--- config.mk ---
export PLATFORM = sky130hd
export DESIGN_NAME = ncl_count_reader_flat
export DESIGN_NICKNAME = d
export VERILOG_FILES = /design/src/rtl/ncl_count_reader_if.sv /design/src/rtl/ncl_count_reader.sv /design/src/flat_wrapper.sv
export SDC_FILE = /design/constraint.sdc
export NUM_CORES = 1
export LEC_CHECK = 0
export CORE_MARGIN = 4
export CORE_UTILIZATION = 57
export CTS_CLUSTER_SIZE = 30
export DETAILED_ROUTE_END_ITERATION = 16
export DONT_BUFFER_PORTS = 1
export PLACE_DENSITY = 0.75
export REMOVE_ABC_BUFFERS = 1
export SYNTH_ARGS = -nofsm -noshare
export SYNTH_HDL_FRONTEND = slang
export SYNTH_SLANG_ARGS = --single-unit
--- constraint.sdc ---
create_clock -name clk -period 2.27 [get_ports clk]
set_input_delay 0.3405 -clock clk [delete_from_list [all_inputs] [get_ports clk]]
set_output_delay 0.3405 -clock clk [all_outputs]
set_load 0.02 [all_outputs]
--- src/rtl/ncl_count_reader_if.sv ---
// Valid/ready port carrying each completed count word out of the reader.
interface ncl_count_reader_if #(
  parameter int WIDTH = 32
);
  logic [WIDTH-1:0] count;
  logic             count_valid;
  logic             count_ready;

  modport master (output count, output count_valid, input count_ready);
  modport slave  (input count, input count_valid, output count_ready);
endinterface

--- src/rtl/ncl_count_reader.sv ---
// Clocked receiver for a dual-rail NCL counter sum word: synchronizes the rails,
// detects DATA/NULL completeness, drives the ring acknowledge and emits counts.
module ncl_count_reader #(
  parameter int WIDTH       = 32,
  parameter int SYNC_STAGES = 2
) (
  input  logic                   clk,
  input  logic                   init,
  input  logic [2*WIDTH-1:0]     sum_dr,
  output logic                   sumcomp,
  ncl_count_reader_if.master     cnt,
  output logic                   rail_err,
  output logic                   seq_err,
  output logic [15:0]            words
);

  typedef enum logic {WAIT_DATA, WAIT_NULL} state_t;

  state_t state_reg, state_next;

  logic [2*WIDTH-1:0] sync_reg [SYNC_STAGES];
  logic [2*WIDTH-1:0] samp;
  logic [2*WIDTH-1:0] prev_reg;

  logic [WIDTH-1:0] bit_data;
  logic [WIDTH-1:0] bit_both;
  logic [WIDTH-1:0] decoded;
  logic [WIDTH-1:0] last_reg;
  logic [WIDTH-1:0] last_inc;
  logic [WIDTH-1:0] count_reg;
  logic             count_valid_reg;
  logic             first_done_reg;
  logic             rail_err_reg;
  logic             seq_err_reg;
  logic [15:0]      words_reg;

  logic stable;
  logic data_complete;
  logic null_complete;
  logic slot_free;
  logic capture;

  // First stage takes the raw asynchronous rails; later stages only settle metastability.
  always_ff @(posedge clk) begin
    if (init) sync_reg[0] <= '0;
    else      sync_reg[0] <= sum_dr;
  end

  for (genvar gi = 1; gi < SYNC_STAGES; gi++) begin : g_sync
    always_ff @(posedge clk) begin
      if (init) sync_reg[gi] <= '0;
      else      sync_reg[gi] <= sync_reg[gi-1];
    end
  end

  assign samp = sync_reg[SYNC_STAGES-1];

  always_ff @(posedge clk) begin
    if (init) prev_reg <= '0;
    else      prev_reg <= samp;
  end

  for (genvar gi = 0; gi < WIDTH; gi++) begin : g_bit
    assign bit_data[gi] = samp[2*gi] ^ samp[2*gi+1];
    assign bit_both[gi] = samp[2*gi] & samp[2*gi+1];
    assign decoded[gi]  = samp[2*gi+1];
  end

  assign stable        = (samp == prev_reg);
  assign data_complete = &bit_data;
  assign null_complete = ~|samp;
  assign slot_free     = ~count_valid_reg | cnt.count_ready;
  assign last_inc      = last_reg + WIDTH'(1);

  always_comb begin
    state_next = state_reg;
    capture    = 1'b0;
    case (state_reg)
      WAIT_DATA: begin
        // Holding off the capture keeps sumcomp low, which stalls the ring in DATA.
        if (stable && data_complete && slot_free) begin
          capture    = 1'b1;
          state_next = WAIT_NULL;
        end
      end
      WAIT_NULL: begin
        if (stable && null_complete) state_next = WAIT_DATA;
      end
      default: state_next = WAIT_DATA;
    endcase
  end

  always_ff @(posedge clk) begin
    if (init) begin
      state_reg       <= WAIT_DATA;
      count_reg       <= '0;
      count_valid_reg <= 1'b0;
      first_done_reg  <= 1'b0;
      last_reg        <= '0;
      rail_err_reg    <= 1'b0;
      seq_err_reg     <= 1'b0;
      words_reg       <= '0;
    end else begin
      state_reg <= state_next;
      if (capture) begin
        count_reg       <= decoded;
        count_valid_reg <= 1'b1;
        words_reg       <= words_reg + 16'd1;
        if (first_done_reg && (decoded != last_inc)) seq_err_reg <= 1'b1;
        first_done_reg  <= 1'b1;
        last_reg        <= decoded;
      end else if (cnt.count_ready) begin
        count_valid_reg <= 1'b0;
      end
      if (|bit_both) rail_err_reg <= 1'b1;
    end
  end

  assign sumcomp         = (state_reg == WAIT_NULL);
  assign cnt.count       = count_reg;
  assign cnt.count_valid = count_valid_reg;
  assign rail_err        = rail_err_reg;
  assign seq_err         = seq_err_reg;
  assign words           = words_reg;

endmodule

--- src/flat_wrapper.sv ---
// flat-port wrapper written by rule: the top's interface ports become plain ports
module ncl_count_reader_flat 
#(
  parameter int WIDTH       = 32,
  parameter int SYNC_STAGES = 2
)
  (clk, init, sum_dr, sumcomp, rail_err, seq_err, words, cnt_count, cnt_count_valid, cnt_count_ready);
  ncl_count_reader_if #(.WIDTH(WIDTH)) cnt_i ();
  input  logic clk;
  input  logic init;
  input  logic [2*WIDTH-1:0] sum_dr;
  output logic sumcomp;
  output logic rail_err;
  output logic seq_err;
  output logic [15:0] words;
  output wire logic [$bits(cnt_i.count)-1:0] cnt_count;
  output wire logic [$bits(cnt_i.count_valid)-1:0] cnt_count_valid;
  input wire logic [$bits(cnt_i.count_ready)-1:0] cnt_count_ready;
  assign cnt_count = cnt_i.count;
  assign cnt_count_valid = cnt_i.count_valid;
  assign cnt_i.count_ready = cnt_count_ready;
  ncl_count_reader #(.WIDTH(WIDTH), .SYNC_STAGES(SYNC_STAGES)) u_core (.clk(clk), .init(init), .sum_dr(sum_dr), .sumcomp(sumcomp), .cnt(cnt_i), .rail_err(rail_err), .seq_err(seq_err), .words(words));
endmodule
==> flow_summary.toml <==
[outcome]
status = "finished, violations left"
violations = "setup timing"

[floorplan]
die-area_um2 = 20040
die_width_um = 141.6
boundaryPins = 119
core_area_um2 = 17420
initial_core_util_pct = 58.40
num_rows = 48
die_h_um = 141.6

[setup_path]
slowest_delay_ns = 0.61
reg2reg_slack_ns = -0.74
r2r_start = "u_core.sync_reg[1][25]"
start_kind = "register"
crit_buf_inv = 4
path_cells = "buf_4 > xnor2_1 > nand4_1 > nor4_4 > buf_4 > nand4_4 > buf_12 > nor2_4 > buf_6 > nand4_1 > mux2_4"
critPathRequiredTime_ns = 2.70
cp_max_fo = 4
endpoint_kind = "register"
cp_slowest_cell = "xnor2_1"
reg2regPathDepth = 11
critPathKind = "register to register"
cp-startpoint = "u_core.sync_reg[1][25]"
critPathArrivalTime_ns = 3.43
crit_family = "simple AND/OR/NAND/NOR gates"
regToRegEndpoint = "u_core.words[4]"

[sta]
period_minus_slack_ns = 3.005
slew_viol_final = 0
fmax_mhz = 332.8
skew_ns = 0.03041
hold_violations = 0
setup_ws_ns = -0.7351
worst_pin_slew_ns = 1.110
relSlewSlack_pct = 25.30
setup_viol = 52
period_share_pct = 132.4
rsz0062_at_grt = "true"
fin_setup_tns_ns = -28.00

[clock_tree]
ctsHtreeMaxLevel = 1
cts_tree = "yes"
insertion_delay_ns = 0.56
clk_pin_slew_ns = 0.06
cts_root_buffer = "clkbuf_16"
cts_sinks = 245
cts.path.max_buffers = 3
cts_buffers = 25

[logic_synthesis]
synth-edff-count = 0
yosys.area.top_type_share_pct = 48.22
synthCells = 1082
synth_top_area_cell = "dfxtp_1"
ys_seq_area_share_pct = 48.22
yosysWarnings = 0
syn_area_um2 = 10170
postSynthAreaPerCell_um2 = 9.400
synth.area.top_cells = "dfxtp_1 48%, nor2b_1 8.2%, ha_1 8.1%"
async_flop_share_pct = 0
yosys.cell_types.count = 50
ys_ff_latch = 245
synth-main-ff-cell = "dfxtp_1"

[detailed_routing]
wl_per_cell_um = 26.00
met1_length_um = 14840
wl_met3_um = 5301
wirelength_um = 44280
firstDrtPassIters = 8
wl_met2_um = 19930
highest_layer = "met4"
drt-initial-drc-count = 1481
drc = 0
vias_per_cell = 6.137
postRouteAntennaNets = 0
vias = 10450

[power]
p_leak_nw = 7.042
power.density_nw_per_um2 = 636.6
finalPower_mw = 10.05
peakVddDrop_mv = 1.303

[placement]
dp_cells = 1484
place_area_um2 = 11940
routabilityCongestion = 0.9587
place_hpwl_um = 20750
io_buffers = 0

[grt]
grt_usage_pct = 37.57
overflow = 0
antenna_found_initial = 0
grt_pass1_vias = 10260
grt_max_degree = 143
grt_pass1_wl_um = 58310

[final_layout]
final_area_um2 = 15790
largest_reg_flops = 128
layout.cells.non_filler = 1703
syn2layout_area_growth_pct = 55.23
layout-drive-gt1-share_pct = 31.60
antenna_cells = 0
utilization_pct = 90.65
nets = 1595

[hold_path]
hp-start = "init"
min_path_type = "input port to register"
holdPathStages = 3
holdPathEnd = "u_core.words[11]"

[flow_run]
maxCapViolCount = 0
==> layout make-up <==
cell class / instances / area [um2]
multi-input combinational: 720 / 5799
sequential: 245 / 4969
timing repair buffer: 396 / 3587
fill: 634 / 1628
clock buffer: 35 / 713.2
tap: 225 / 281.5
inverter: 74 / 280.3
clock inverter: 8 / 158.9
==> worst min-delay path: stages <==
cell     delay (ns)
nor2_1         0.04
nand2_1        0.04
o21ai_1        0.05
==> report_power, final <==
part	internal [mW]	leakage, nW	total (mW)	switching [mW]
Sequential	4.44	2.02	4.54	0.106
Clock	2.65	0.429	4.50	1.85
Combinational	0.508	4.59	1.01	0.500
Total	7.60	7.04	10.1	2.45
==> stage by stage <==
step / hold WS (ns) / worst slack (ns)
2_1_floorplan: 0.4072 / -0.7382
4_1_cts: 0.009953 / -0.1462
6_report: 0.01745 / -0.7351
5_1_grt: 0.02979 / -0.8347
3_5_place_dp: 0.4220 / -0.3295
3_3_place_gp: 0.4176 / -0.3272
==> Yosys cell counts (5+ instances only) <==
master,count
nor2_1,119
nor3_1,49
o21a_1,5
mux2_2,6
and4_1,5
o21ai_0,9
buf_1,6
nand3_1,22
and3_1,11
nand2_1,29
dfxtp_1,245
a21oi_1,41
or3_1,6
xor2_1,13
inv_1,74
nor2b_1,134
ha_1,66
nor4_1,20
nand4_1,46
xnor2_1,90
clkbuf_1,36
==> logic make-up (layout without fill, tap and decap cells) <==
group / Yosys count / after routing / synth area share [%]
xor+xnor: 103 / 103 / 8.870
mux: 8 / 8 / 0.8734
buf+inv: 117 / 513 / 4.330
compound gates: 81 / 81 / 4.884
simple gates: 462 / 462 / 24.70
fa+ha+maj: 66 / 66 / 8.119
flops: 245 / 245 / 48.22
==> layer usage <==
layer	vias up	track usage (%)
met1	4840	43.92
met2	901	63.31
met5	-	0
met3	347	8.190
li1	4363	-
met4	0	22.07
==> how the worst max path moves through the flow <==
stage,to,slack [ns],cells past startpoint
after floorplan,u_core.words[5],-0.74,8
after global placement,u_core.words[12],-0.33,10
after detailed placement,u_core.words[12],-0.33,10
after CTS,u_core.words[14],-0.15,9
after global routing,u_core.words[4],-0.83,11
final,u_core.words[4],-0.74,11
==> what timing repair did <==
action,4_1_cts,5_1_grt
gates resized for setup,127,125
hold buffers,149,0
buffers inserted,16,11
setup endpoints to repair,51,53
cloned,2,3
endpoints found under the hold margin,233,0
pin swaps,38,39
==> cells in the final DEF, fill, tap and decap left out, types with 15 or more instances in the layout <==
cell type / Yosys / routed
nor2_1: 119 / 117
xnor2_1: 90 / 62
clkbuf_16: 0 / 27
buf_6: 0 / 15
inv_1: 74 / 67
dfxtp_1: 245 / 206
buf_4: 0 / 221
dfxtp_2: 0 / 33
xnor2_2: 0 / 27
nand3_1: 22 / 19
nor3_4: 0 / 24
nor2b_1: 134 / 134
a21oi_1: 41 / 27
nand2_1: 29 / 28
dlygate4sd3_1: 0 / 148
ha_1: 66 / 57
nand4_1: 46 / 46
Note: power is estimated with default switching activity, not from simulation.
